**src/rtl/hex_event_writer_mc_if.sv**
```systemverilog
// Host-memory write port: one 64-bit word per accepted mem_we/mem_ready handshake.
// The writer drives the address, data and write strobe; the host drives ready.
interface hex_event_writer_mc_if;
  logic [31:0] mem_addr;
  logic [63:0] mem_data;
  logic        mem_we;
  logic        mem_ready;

  modport master (output mem_addr, output mem_data, output mem_we, input mem_ready);
  modport slave  (input mem_addr, input mem_data, input mem_we, output mem_ready);
endinterface

```
**src/rtl/hex_event_writer_mc.sv**
```systemverilog
// Multi-channel hex raster event writer: per-lane FIFOs are drained round-robin into
// packed 64-bit words written to a host frame buffer, with per-frame sequencing.
module hex_event_writer_mc #(
  parameter int NUM_CH      = 4,
  parameter int FIFO_DEPTH  = 8,
  parameter int BUF_ENTRIES = 1024,
  parameter bit WRAP_MODE   = 1'b1
) (
  input  logic                  clk,
  input  logic                  reset,
  input  logic                  frame_start,
  input  logic [NUM_CH-1:0]     valid_in,
  input  logic [NUM_CH*16-1:0]  q,
  input  logic [NUM_CH*16-1:0]  r,
  input  logic [NUM_CH*8-1:0]   depth,
  input  logic [NUM_CH*8-1:0]   material,
  output logic [NUM_CH-1:0]     in_ready,
  input  logic [31:0]           buffer_base,
  hex_event_writer_mc_if.master mem,
  output logic [31:0]           events_written,
  output logic [15:0]           drop_count,
  output logic [7:0]            frame_seq,
  output logic                  buf_full,
  output logic                  idle
);

  localparam int PTR_W = $clog2(FIFO_DEPTH);
  localparam int CNT_W = PTR_W + 1;
  localparam int CH_W  = (NUM_CH > 1) ? $clog2(NUM_CH) : 1;
  localparam int IDX_W = (BUF_ENTRIES > 1) ? $clog2(BUF_ENTRIES) : 1;

  typedef struct packed {
    logic [7:0]  material;
    logic [7:0]  depth;
    logic [15:0] r;
    logic [15:0] q;
  } event_t;

  typedef enum logic [1:0] {ST_IDLE, ST_ISSUE, ST_STOP} state_t;

  // Channel FIFOs
  event_t           fifo_mem [NUM_CH][FIFO_DEPTH];
  logic [PTR_W-1:0] wr_ptr   [NUM_CH];
  logic [PTR_W-1:0] rd_ptr   [NUM_CH];
  logic [CNT_W-1:0] fifo_cnt [NUM_CH];
  logic [CNT_W-1:0] cnt_next [NUM_CH];
  event_t           ev_in    [NUM_CH];
  logic [NUM_CH-1:0] push, pop, drop, not_empty;
  logic              fifo_empty_next;
  logic [3:0]        drops_now;
  logic [16:0]       drop_add;

  // Arbiter and write engine
  state_t            state, state_next;
  logic [CH_W-1:0]   last_grant, grant;
  int                rr_idx;
  logic              rr_found;
  logic              any_ne, issue, complete, stop_hit, stale;
  logic [IDX_W-1:0]  index, issue_idx;
  logic [31:0]       mem_addr_q, issue_addr;
  logic [63:0]       mem_data_q, issue_word;
  logic              mem_we_q;
  event_t            head;

  assign mem.mem_addr = mem_addr_q;
  assign mem.mem_data = mem_data_q;
  assign mem.mem_we   = mem_we_q;

  // in_ready doubles as the registered "not full" status, so push/drop see the
  // occupancy as it stood at the start of the cycle.
  always_comb begin
    drops_now = '0;
    for (int c = 0; c < NUM_CH; c++) begin
      ev_in[c]     = {material[c*8 +: 8], depth[c*8 +: 8], r[c*16 +: 16], q[c*16 +: 16]};
      not_empty[c] = (fifo_cnt[c] != '0);
      push[c]      = valid_in[c] & in_ready[c];
      drop[c]      = valid_in[c] & ~in_ready[c];
      drops_now    = drops_now + {3'b000, drop[c]};
    end
  end

  assign drop_add = {1'b0, drop_count} + {13'b0, drops_now};
  assign any_ne   = |not_empty;

  always_comb begin
    fifo_empty_next = 1'b1;
    for (int c = 0; c < NUM_CH; c++) begin
      pop[c]      = issue & (grant == CH_W'(c));
      cnt_next[c] = fifo_cnt[c] + CNT_W'(push[c]) - CNT_W'(pop[c]);
      if (cnt_next[c] != '0) fifo_empty_next = 1'b0;
    end
  end

  // Round-robin: search begins at the channel after the last grant.
  always_comb begin
    grant    = last_grant;
    rr_found = 1'b0;
    rr_idx   = 0;
    for (int i = 1; i <= NUM_CH; i++) begin
      rr_idx = int'(last_grant) + i;
      if (rr_idx >= NUM_CH) rr_idx = rr_idx - NUM_CH;
      if (!rr_found && not_empty[rr_idx[CH_W-1:0]]) begin
        grant    = rr_idx[CH_W-1:0];
        rr_found = 1'b1;
      end
    end
  end

  assign head     = fifo_mem[grant][rd_ptr[grant]];
  assign complete = mem_we_q & mem.mem_ready;
  assign stop_hit = !WRAP_MODE && !stale && (index == IDX_W'(BUF_ENTRIES - 1));

  // A back-to-back issue addresses the slot after the word completing this cycle.
  assign issue_idx  = (complete && !stale) ? index + 1'b1 : index;
  assign issue_addr = buffer_base + (32'(issue_idx) << 3);
  assign issue_word = {frame_seq, 5'b00000, 3'(grant), head};

  // NOTE: every variable written in an always_comb gets a default first; a path
  // that leaves one unassigned would infer a latch.
  always_comb begin
    state_next = state;
    issue      = 1'b0;
    unique case (state)
      ST_IDLE: begin
        if (!frame_start && any_ne) begin
          issue      = 1'b1;
          state_next = ST_ISSUE;
        end
      end
      ST_ISSUE: begin
        if (frame_start) begin
          if (mem.mem_ready) state_next = ST_IDLE;
        end else if (mem.mem_ready) begin
          if (stop_hit)    state_next = ST_STOP;
          else if (any_ne) issue      = 1'b1;
          else             state_next = ST_IDLE;
        end
      end
      ST_STOP: begin
        if (frame_start) state_next = ST_IDLE;
      end
      default: state_next = ST_IDLE;
    endcase
  end

  // NOTE: sequential state uses non-blocking assignments only, so every flop
  // samples pre-edge values regardless of process evaluation order.
  always_ff @(posedge clk or posedge reset) begin
    if (reset) begin
      for (int c = 0; c < NUM_CH; c++) begin
        wr_ptr[c]   <= '0;
        rd_ptr[c]   <= '0;
        fifo_cnt[c] <= '0;
      end
      in_ready <= '1;
    end else begin
      for (int c = 0; c < NUM_CH; c++) begin
        if (push[c]) wr_ptr[c] <= wr_ptr[c] + 1'b1;
        if (pop[c])  rd_ptr[c] <= rd_ptr[c] + 1'b1;
        fifo_cnt[c] <= cnt_next[c];
        in_ready[c] <= (cnt_next[c] != CNT_W'(FIFO_DEPTH));
      end
    end
  end

  // NOTE: FIFO storage is deliberately not reset; the pointers alone decide
  // which entries are valid, and a reset-free array maps onto plain RAM.
  always_ff @(posedge clk) begin
    for (int c = 0; c < NUM_CH; c++) begin
      if (push[c]) fifo_mem[c][wr_ptr[c]] <= ev_in[c];
    end
  end

  always_ff @(posedge clk or posedge reset) begin
    if (reset) begin
      state          <= ST_IDLE;
      mem_we_q       <= 1'b0;
      mem_addr_q     <= '0;
      mem_data_q     <= '0;
      index          <= '0;
      events_written <= '0;
      drop_count     <= '0;
      frame_seq      <= '0;
      buf_full       <= 1'b0;
      idle           <= 1'b1;
      stale          <= 1'b0;
      last_grant     <= CH_W'(NUM_CH - 1);
    end else begin
      state    <= state_next;
      mem_we_q <= (state_next == ST_ISSUE);
      idle     <= fifo_empty_next && (state_next != ST_ISSUE);
      if (issue) begin
        mem_addr_q <= issue_addr;
        mem_data_q <= issue_word;
        last_grant <= grant;
      end
      if (frame_start) begin
        index          <= '0;
        events_written <= '0;
        drop_count     <= '0;
        buf_full       <= 1'b0;
        frame_seq      <= frame_seq + 8'd1;
        // A write still pending belongs to the old frame and must not be counted.
        stale          <= mem_we_q & ~mem.mem_ready;
      end else begin
        drop_count <= drop_add[16] ? 16'hFFFF : drop_add[15:0];
        if (complete) begin
          if (stale) begin
            stale <= 1'b0;
          end else begin
            index          <= index + 1'b1;
            events_written <= events_written + 32'd1;
            if (stop_hit) buf_full <= 1'b1;
          end
        end
      end
    end
  end

endmodule

```
**src/flat_wrapper.sv**
```systemverilog
// flat-port wrapper written by rule: the top's interface ports become plain ports
module hex_event_writer_mc_flat 
#(
  parameter int NUM_CH      = 4,
  parameter int FIFO_DEPTH  = 8,
  parameter int BUF_ENTRIES = 1024,
  parameter bit WRAP_MODE   = 1'b1
)
  (clk, reset, frame_start, valid_in, q, r, depth, material, in_ready, buffer_base, events_written, drop_count, frame_seq, buf_full, idle, mem_mem_addr, mem_mem_data, mem_mem_we, mem_mem_ready);
  hex_event_writer_mc_if mem_i ();
  input  logic clk;
  input  logic reset;
  input  logic frame_start;
  input  logic [NUM_CH-1:0] valid_in;
  input  logic [NUM_CH*16-1:0] q;
  input  logic [NUM_CH*16-1:0] r;
  input  logic [NUM_CH*8-1:0] depth;
  input  logic [NUM_CH*8-1:0] material;
  output logic [NUM_CH-1:0] in_ready;
  input  logic [31:0] buffer_base;
  output logic [31:0] events_written;
  output logic [15:0] drop_count;
  output logic [7:0] frame_seq;
  output logic buf_full;
  output logic idle;
  output wire logic [$bits(mem_i.mem_addr)-1:0] mem_mem_addr;
  output wire logic [$bits(mem_i.mem_data)-1:0] mem_mem_data;
  output wire logic [$bits(mem_i.mem_we)-1:0] mem_mem_we;
  input wire logic [$bits(mem_i.mem_ready)-1:0] mem_mem_ready;
  assign mem_mem_addr = mem_i.mem_addr;
  assign mem_mem_data = mem_i.mem_data;
  assign mem_mem_we = mem_i.mem_we;
  assign mem_i.mem_ready = mem_mem_ready;
  hex_event_writer_mc #(.NUM_CH(NUM_CH), .FIFO_DEPTH(FIFO_DEPTH), .BUF_ENTRIES(BUF_ENTRIES), .WRAP_MODE(WRAP_MODE)) u_core (.clk(clk), .reset(reset), .frame_start(frame_start), .valid_in(valid_in), .q(q), .r(r), .depth(depth), .material(material), .in_ready(in_ready), .buffer_base(buffer_base), .mem(mem_i), .events_written(events_written), .drop_count(drop_count), .frame_seq(frame_seq), .buf_full(buf_full), .idle(idle));
endmodule
```
**config.mk**
```make
export PLATFORM = sky130hd
export DESIGN_NAME = hex_event_writer_mc_flat
export DESIGN_NICKNAME = d
export VERILOG_FILES = /design/src/rtl/hex_event_writer_mc_if.sv /design/src/rtl/hex_event_writer_mc.sv /design/src/flat_wrapper.sv
export SDC_FILE = /design/constraint.sdc
export NUM_CORES = 2
export LEC_CHECK = 0
export CAP_MARGIN = 25
export CELL_PAD_IN_SITES_DETAIL_PLACEMENT = 1
export CELL_PAD_IN_SITES_GLOBAL_PLACEMENT = 1
export CORE_MARGIN = 5
export CORE_UTILIZATION = 30
export DETAILED_ROUTE_END_ITERATION = 8
export GPL_TIMING_DRIVEN = 0
export PLACE_DENSITY = 0.49
export SLEW_MARGIN = 30
export SYNTH_ARGS = -nofsm -noshare
export SYNTH_HDL_FRONTEND = slang
export SYNTH_SLANG_ARGS = --single-unit
```
**constraint.sdc**
```tcl
create_clock -name clk -period 8.95 [get_ports clk]
set_input_delay 1.79 -clock clk [delete_from_list [all_inputs] [get_ports clk]]
set_output_delay 1.79 -clock clk [all_outputs]
set_load 0.02 [all_outputs]
```
# Word level (Yosys, flattened, before mapping)
# Memories as Yosys holds them, arrays and structs flattened.
# Cells that the tools add are included.
[op_classes]
addsub = 32
magnitude_cmp = 18
n_eq_ne = 12
mux = 68
bitwise = 25
reduce_logical = 28
[ops]
columns = ["cell", "count"]
rows = [
  ["$mux 384", 4],
  ["$demux 48 s3", 4],
  ["$mux 48", 6],
  ["$bmux 48 s3", 1],
  ["$mux 32", 3],
  ["$mux 10", 4],
  ["$add 32x1->32 const B", 1],
  ["$add 32x13->32", 1],
  ["$mux 16", 2],
  ["$reduce_bool 4->1", 8],
  ["$mux 2", 14],
  ["$add 3x1->3 const B", 8],
  ["$add 4x1->4", 6],
  ["$mux 1", 21],
  ["$ge 4x4->1 const B", 5],
  ["$not 3->4", 5],
  ["$add 16x4->17", 1],
  ["$lt 4x1->1 const B", 4],
  ["$ne 4x4->1 const B", 4],
  ["$sub 4x1->4", 4],
  ["$and 1x1->1", 14],
  ["$ge 3x3->1 const B", 4],
  ["$lt 2x3->1 const B", 4],
  ["$add 10x1->10 const B", 1],
  ["24 further kinds", 54],
]
[word_totals]
regBits = 207
ramBits = 1536
inputBits = 232
out_inout_bits = 159
elab_cells = 208
memories = 1
[mem_list]
columns = ["memory", "words", "word_bits", "rd", "rd_ports_with_merged_regs", "wr", "line", "text"]
rows = [
  ["u_core.fifo_mem", 4, 384, 1, 0, 4, "hex_event_writer_mc.sv:42", "event_t fifo_mem [NUM_CH][FIFO_DEPTH];"],
]

# Longest topological paths before layout
[depth]
ltp_word = 24
mapped_depth = 19
depth_no_buf = 16

# Worst setup path before layout
# Ideal clock, no wire load.
[synth_path]
path_kind = "input -> register"
from = "input valid_in[3]"
to = "memory u_core.fifo_mem[3][288] (netlist bit) (enable)"
setup_ns = 0.590
arrival_time_ns = 6.945
required_ns = 8.360
slack_ns = 1.415
cell_stages = 2
n_path_buf = 0
cell_sequence = "nand2_1 > nor4b_1"
[synth_lines]
columns = ["item", "line", "text"]
rows = [
  ["from (decl)", "flat_wrapper.sv:14", "input logic [NUM_CH-1:0] valid_in;"],
  ["to (decl)", "hex_event_writer_mc.sv:42", ""],
]

==> impl_results.rst <==
.. list-table::
   :header-rows: 1

   * - Metric
     - Value
   * - Result of the run
     - completed
   * - Final critical-path required period
     - 6000 ps
   * - Final cell area excluding filler cells
     - 0.0884 mm2
   * - Library cell with the largest summed area after synthesis
     - sky130_fd_sc_hd__edfxtp_1
   * - Clock skew after layout
     - 57.2 ps
   * - Final Slew Violations
     - 0
   * - Drt wl/cell
     - 32.3 um
   * - CP cell instances
     - inv_1 -> ha_1 -> nor3b_2 -> a21oi_2 -> nor4_4 -> buf_4 -> buf_2 -> buf_1 -> nor3_1 -> ha_1 -> inv_1 -> ha_1 -> fa_1 -> xor2_1 -> nor3_1 -> nand4_1 -> nor4_1
   * - Seq cells post-synth
     - 1743
   * - Number of enable-type register cells in the synthesized netlist
     - 1536
   * - Detailed Place HPWL
     - 224000 um
   * - Relative contribution of the clock network to total power
     - 0.208
   * - Layout cells sized above 1
     - 0.149
   * - Pre-CTS setup slack
     - 2620 ps
   * - Total setup buffers inserted after CTS
     - 0
   * - XOR/XNOR share of the synthesized area
     - 0.0112
   * - Number of nets in the layout
     - 6268
   * - Global-route wire length before repair
     - 414000 um
   * - Proportion of synthesized area in mux cells
     - 0.0388
   * - Synthesized-area fraction occupied by adder cells
     - 0.0101
   * - Final worst-path setup slack
     - 2950 ps
   * - Sum of negative setup slack
     - 0 ps
   * - CTS Root Cell
     - sky130_fd_sc_hd__clkbuf_16
   * - Critical Path Max Stage Delay
     - 880 ps
   * - Slowest cell on crit path
     - sky130_fd_sc_hd__buf_1
   * - Maximum operating frequency
     - 167 MHz
   * - Synthesized-area fraction occupied by ao, oa, aoi and oai cells
     - 0.128
   * - Peak VDD IR
     - 0.000374 V
   * - Area share of the leading cell type in the synthesized netlist
     - 0.649
   * - CP Max Fanout
     - 10
   * - Net Sw Power
     - 18.2 mW
   * - Total power divided by cell area
     - 444 mW/mm2
   * - Dominant combinational cell family by area after synthesis
     - compound AO/OA/AOI/OAI gates
   * - Floorplan die area
     - 0.247 mm2
   * - Final hold vios
     - 0
   * - Overflow left after global routing
     - 0
   * - Worst-margin pin slew
     - 1130 ps
   * - Part of the total power dissipated in sequential elements
     - 0.271
   * - Detail Route Antenna Nets
     - 0
   * - Most instantiated cells after synthesis
     - sky130_fd_sc_hd__edfxtp_1 (1536), sky130_fd_sc_hd__nand2_1 (838), sky130_fd_sc_hd__a21oi_1 (714)
   * - Placer Congestion
     - 0.793
   * - GRT Util Overall
     - 0.239
   * - Number of placement rows
     - 178
   * - Utilization of the core after routing
     - 0.376
   * - Maximum number of pins on one net before global-route repair
     - 66
   * - Starting density of the core
     - 0.302
   * - Gate Count Post-Synth
     - 5097
   * - Synth Area in Simple Gates
     - 0.0624
   * - Detailed route wirelength on metal2
     - 141000 um
   * - Initial antenna violation count
     - 19
   * - Routed wire length
     - 301000 um
   * - CTS sink cnt
     - 1743
   * - Vias per Instance
     - 5.31
   * - Crit path kind
     - reg2reg
   * - Met3 wire length
     - 18900 um
   * - Number of input and output port buffers inserted
     - 383
   * - Violation count after the first detailed-route iteration
     - 4627
   * - Internal power summed over all cells
     - 21.1 mW
   * - Power, Total
     - 39.3 mW
   * - Residual DRC count
     - 0
   * - Vias in the first global route
     - 50.8k
   * - Endpoint kind of the worst setup timing path
     - flip-flop
   * - Critical path launch point type
     - flip-flop
   * - Height of the die
     - 497 um
   * - Count of maximum capacitance violations
     - 0
   * - Worst min path class
     - reg2reg
   * - Resized cells post-CTS
     - 0
   * - Share of synthesized area occupied by flip-flops and latches
     - 0.722
   * - Number of cells after detailed placement
     - 8929
   * - Latest clock arrival within the worst-skew pair
     - 860 ps
   * - Number of warnings issued by yosys
     - 0
   * - Relative area change from synthesis to final layout
     - 24.4%
   * - Non-filler instance count after layout
     - 9319
   * - Relative slew margins
     - 0.247
   * - Post-Route Hold Slack
     - 419 ps
   * - Detailed-routing wirelength on met1
     - 131000 um
   * - Top area cells in the synthesized netlist
     - sky130_fd_sc_hd__edfxtp_1 (65%), sky130_fd_sc_hd__dfrtp_1 (7.0%), sky130_fd_sc_hd__a21oi_1 (5.0%)
   * - Library cell with the highest instance count after synthesis
     - sky130_fd_sc_hd__edfxtp_1
   * - Post-synth design cell area
     - 0.0710 mm2
   * - Worst-case clock buffer depth
     - 3
   * - Num CTS Buffers
     - 202
   * - I/O pin total
     - 391
   * - Leakage dissipation
     - 31.2 nW
   * - Clock transition at the registers of the reported paths
     - 60 ps
   * - Flip-flop cell with the highest count after synthesis
     - sky130_fd_sc_hd__edfxtp_1
   * - Total setup violations reported at the end of the flow
     - 0
   * - Cell with the most instances on the worst path
     - sky130_fd_sc_hd__ha_1
   * - Proportion of synthesized flip-flops having asynchronous set or reset
     - 0.119
   * - Syn_area_per_cell
     - 13.9 um2
   * - Switching Fraction
     - 0.464
   * - RSZ-0062 raised after global routing
     - false
   * - Core area
     - 0.235 mm2
   * - Signal arrival time at the worst endpoint
     - 6730 ps
   * - H-tree levels
     - 4
   * - Width of the die
     - 497 um
   * - Total number of vias
     - 49.4k
   * - Number of distinct library cells after synthesis
     - 68
   * - Combinational share of power
     - 0.520
   * - Period utilisation layout
     - 0.670
   * - Clock tree from TritonCTS
     - built
   * - Required time at the endpoint of the critical path
     - 9680 ps
   * - Total cell area at the placement stage
     - 0.0819 mm2
   * - Pre-Repair DR Iteration Count
     - 5
   * - Number of buffers inserted for hold repair after clock tree synthesis
     - 0
   * - Highest metal layer used by the detailed router
     - met4
-- power by group through the flow --
stage | sequential [mW] | clock, mW | combinational, mW
3_3_place_gp | 11.1 | 0 | 19.5
4_1_cts | 10.7 | 8.35 | 20.4
2_1_floorplan | 11.0 | 0 | 10.5
3_5_place_dp | 10.8 | 0 | 20.3
5_1_grt | 10.7 | 8.69 | 21.5
6_report | 10.6 | 8.19 | 20.4
-- sequential cells by signal, indices dropped and copies added (netlist names) --
name                   cells
u_core.drop_count         16
u_core.events_written     32
u_core.fifo_cnt           16
u_core.fifo_mem         1536
u_core.frame_seq           8
u_core.idle                1
u_core.in_ready            4
u_core.index              10
u_core.last_grant          2
u_core.mem.mem_addr       32
u_core.mem.mem_data       58
u_core.mem.mem_we          1
u_core.rd_ptr             12
u_core.stale               1
u_core.state               2
u_core.wr_ptr             12
-- critical path: cells and delay by family, from the launching register on --
family | cells | cell delay [ps]
compound gates | 1 | 340
xor+xnor | 1 | 190
fa+ha+maj | 4 | 1190
buf+inv | 5 | 1710
flops | 1 | 360
simple gates | 6 | 2060
-- layout make-up --
class,instances,area [um2]
antenna,14,35.0
clock inverter,98,998
buffer,362,1660
clock buffer,278,5480
tap,3150,3940
timing repair buffer,676,6600
fill,24575,147000
inverter,98,375
multi-input combinational,2900,18000
sequential,1743,51300
-- kinds of logic (layout without fill, tap and decap cells) --
group           count (synthesis)  in the layout
compound gates               1422           1422
xor+xnor                       91             91
fa+ha+maj                      53             53
buf+inv                       460           1512
flops                        1743           1743
mux                           256            256
other cells                     1             21
simple gates                 1071           1071
-- final timing paths --
check,startpoint,end,slack (ps),cells after the start
max in group asynchronous,reset,u_core.mem.mem_data[44]$_DFFE_PP0P_,6790,3
hold / removal,u_core.state[0]$_DFF_PP0_,u_core.state[1]$_DFF_PP0_,420,1
setup reg to reg,u_core.fifo_cnt[6]$_DFF_PP0_,u_core.idle$_DFF_PP1_,2950,17
setup / recovery,u_core.fifo_cnt[6]$_DFF_PP0_,u_core.idle$_DFF_PP1_,2950,17
min in group asynchronous,reset,u_core.mem.mem_addr[21]$_DFFE_PP0P_,1380,2
hold reg to reg,u_core.state[0]$_DFF_PP0_,u_core.state[1]$_DFF_PP0_,420,1
-- metal layers --
metal,GRT usage,vias up
met1,0.325,26056
li1,-,21140
met2,0.391,1810
met3,0.0421,437
met4,0.0773,0
met5,0,-
-- cells in the final DEF, fill, tap and decap left out, drive strengths merged, types with 14 or more instances in the layout --
cell	netlist	routed
a21oi	714	714
nor3	27	27
clkbuf	226	504
nor2b	14	14
o221ai	48	48
mux2	153	153
xnor2	53	53
o41ai	48	48
nand3	29	29
o211ai	196	196
nand4	22	22
o21ai	37	37
edfxtp	1536	1536
clkinv	0	77
or3	16	16
xor2	38	38
a22o	48	48
ha	46	46
a22oi	289	289
mux2i	103	103
dfrtp	200	200
buf	136	429
diode	0	14
clkdlybuf4s50	0	383
nor2	70	70
nand2	838	838
inv	98	102
Note: power is estimated with default switching activity, not from simulation.
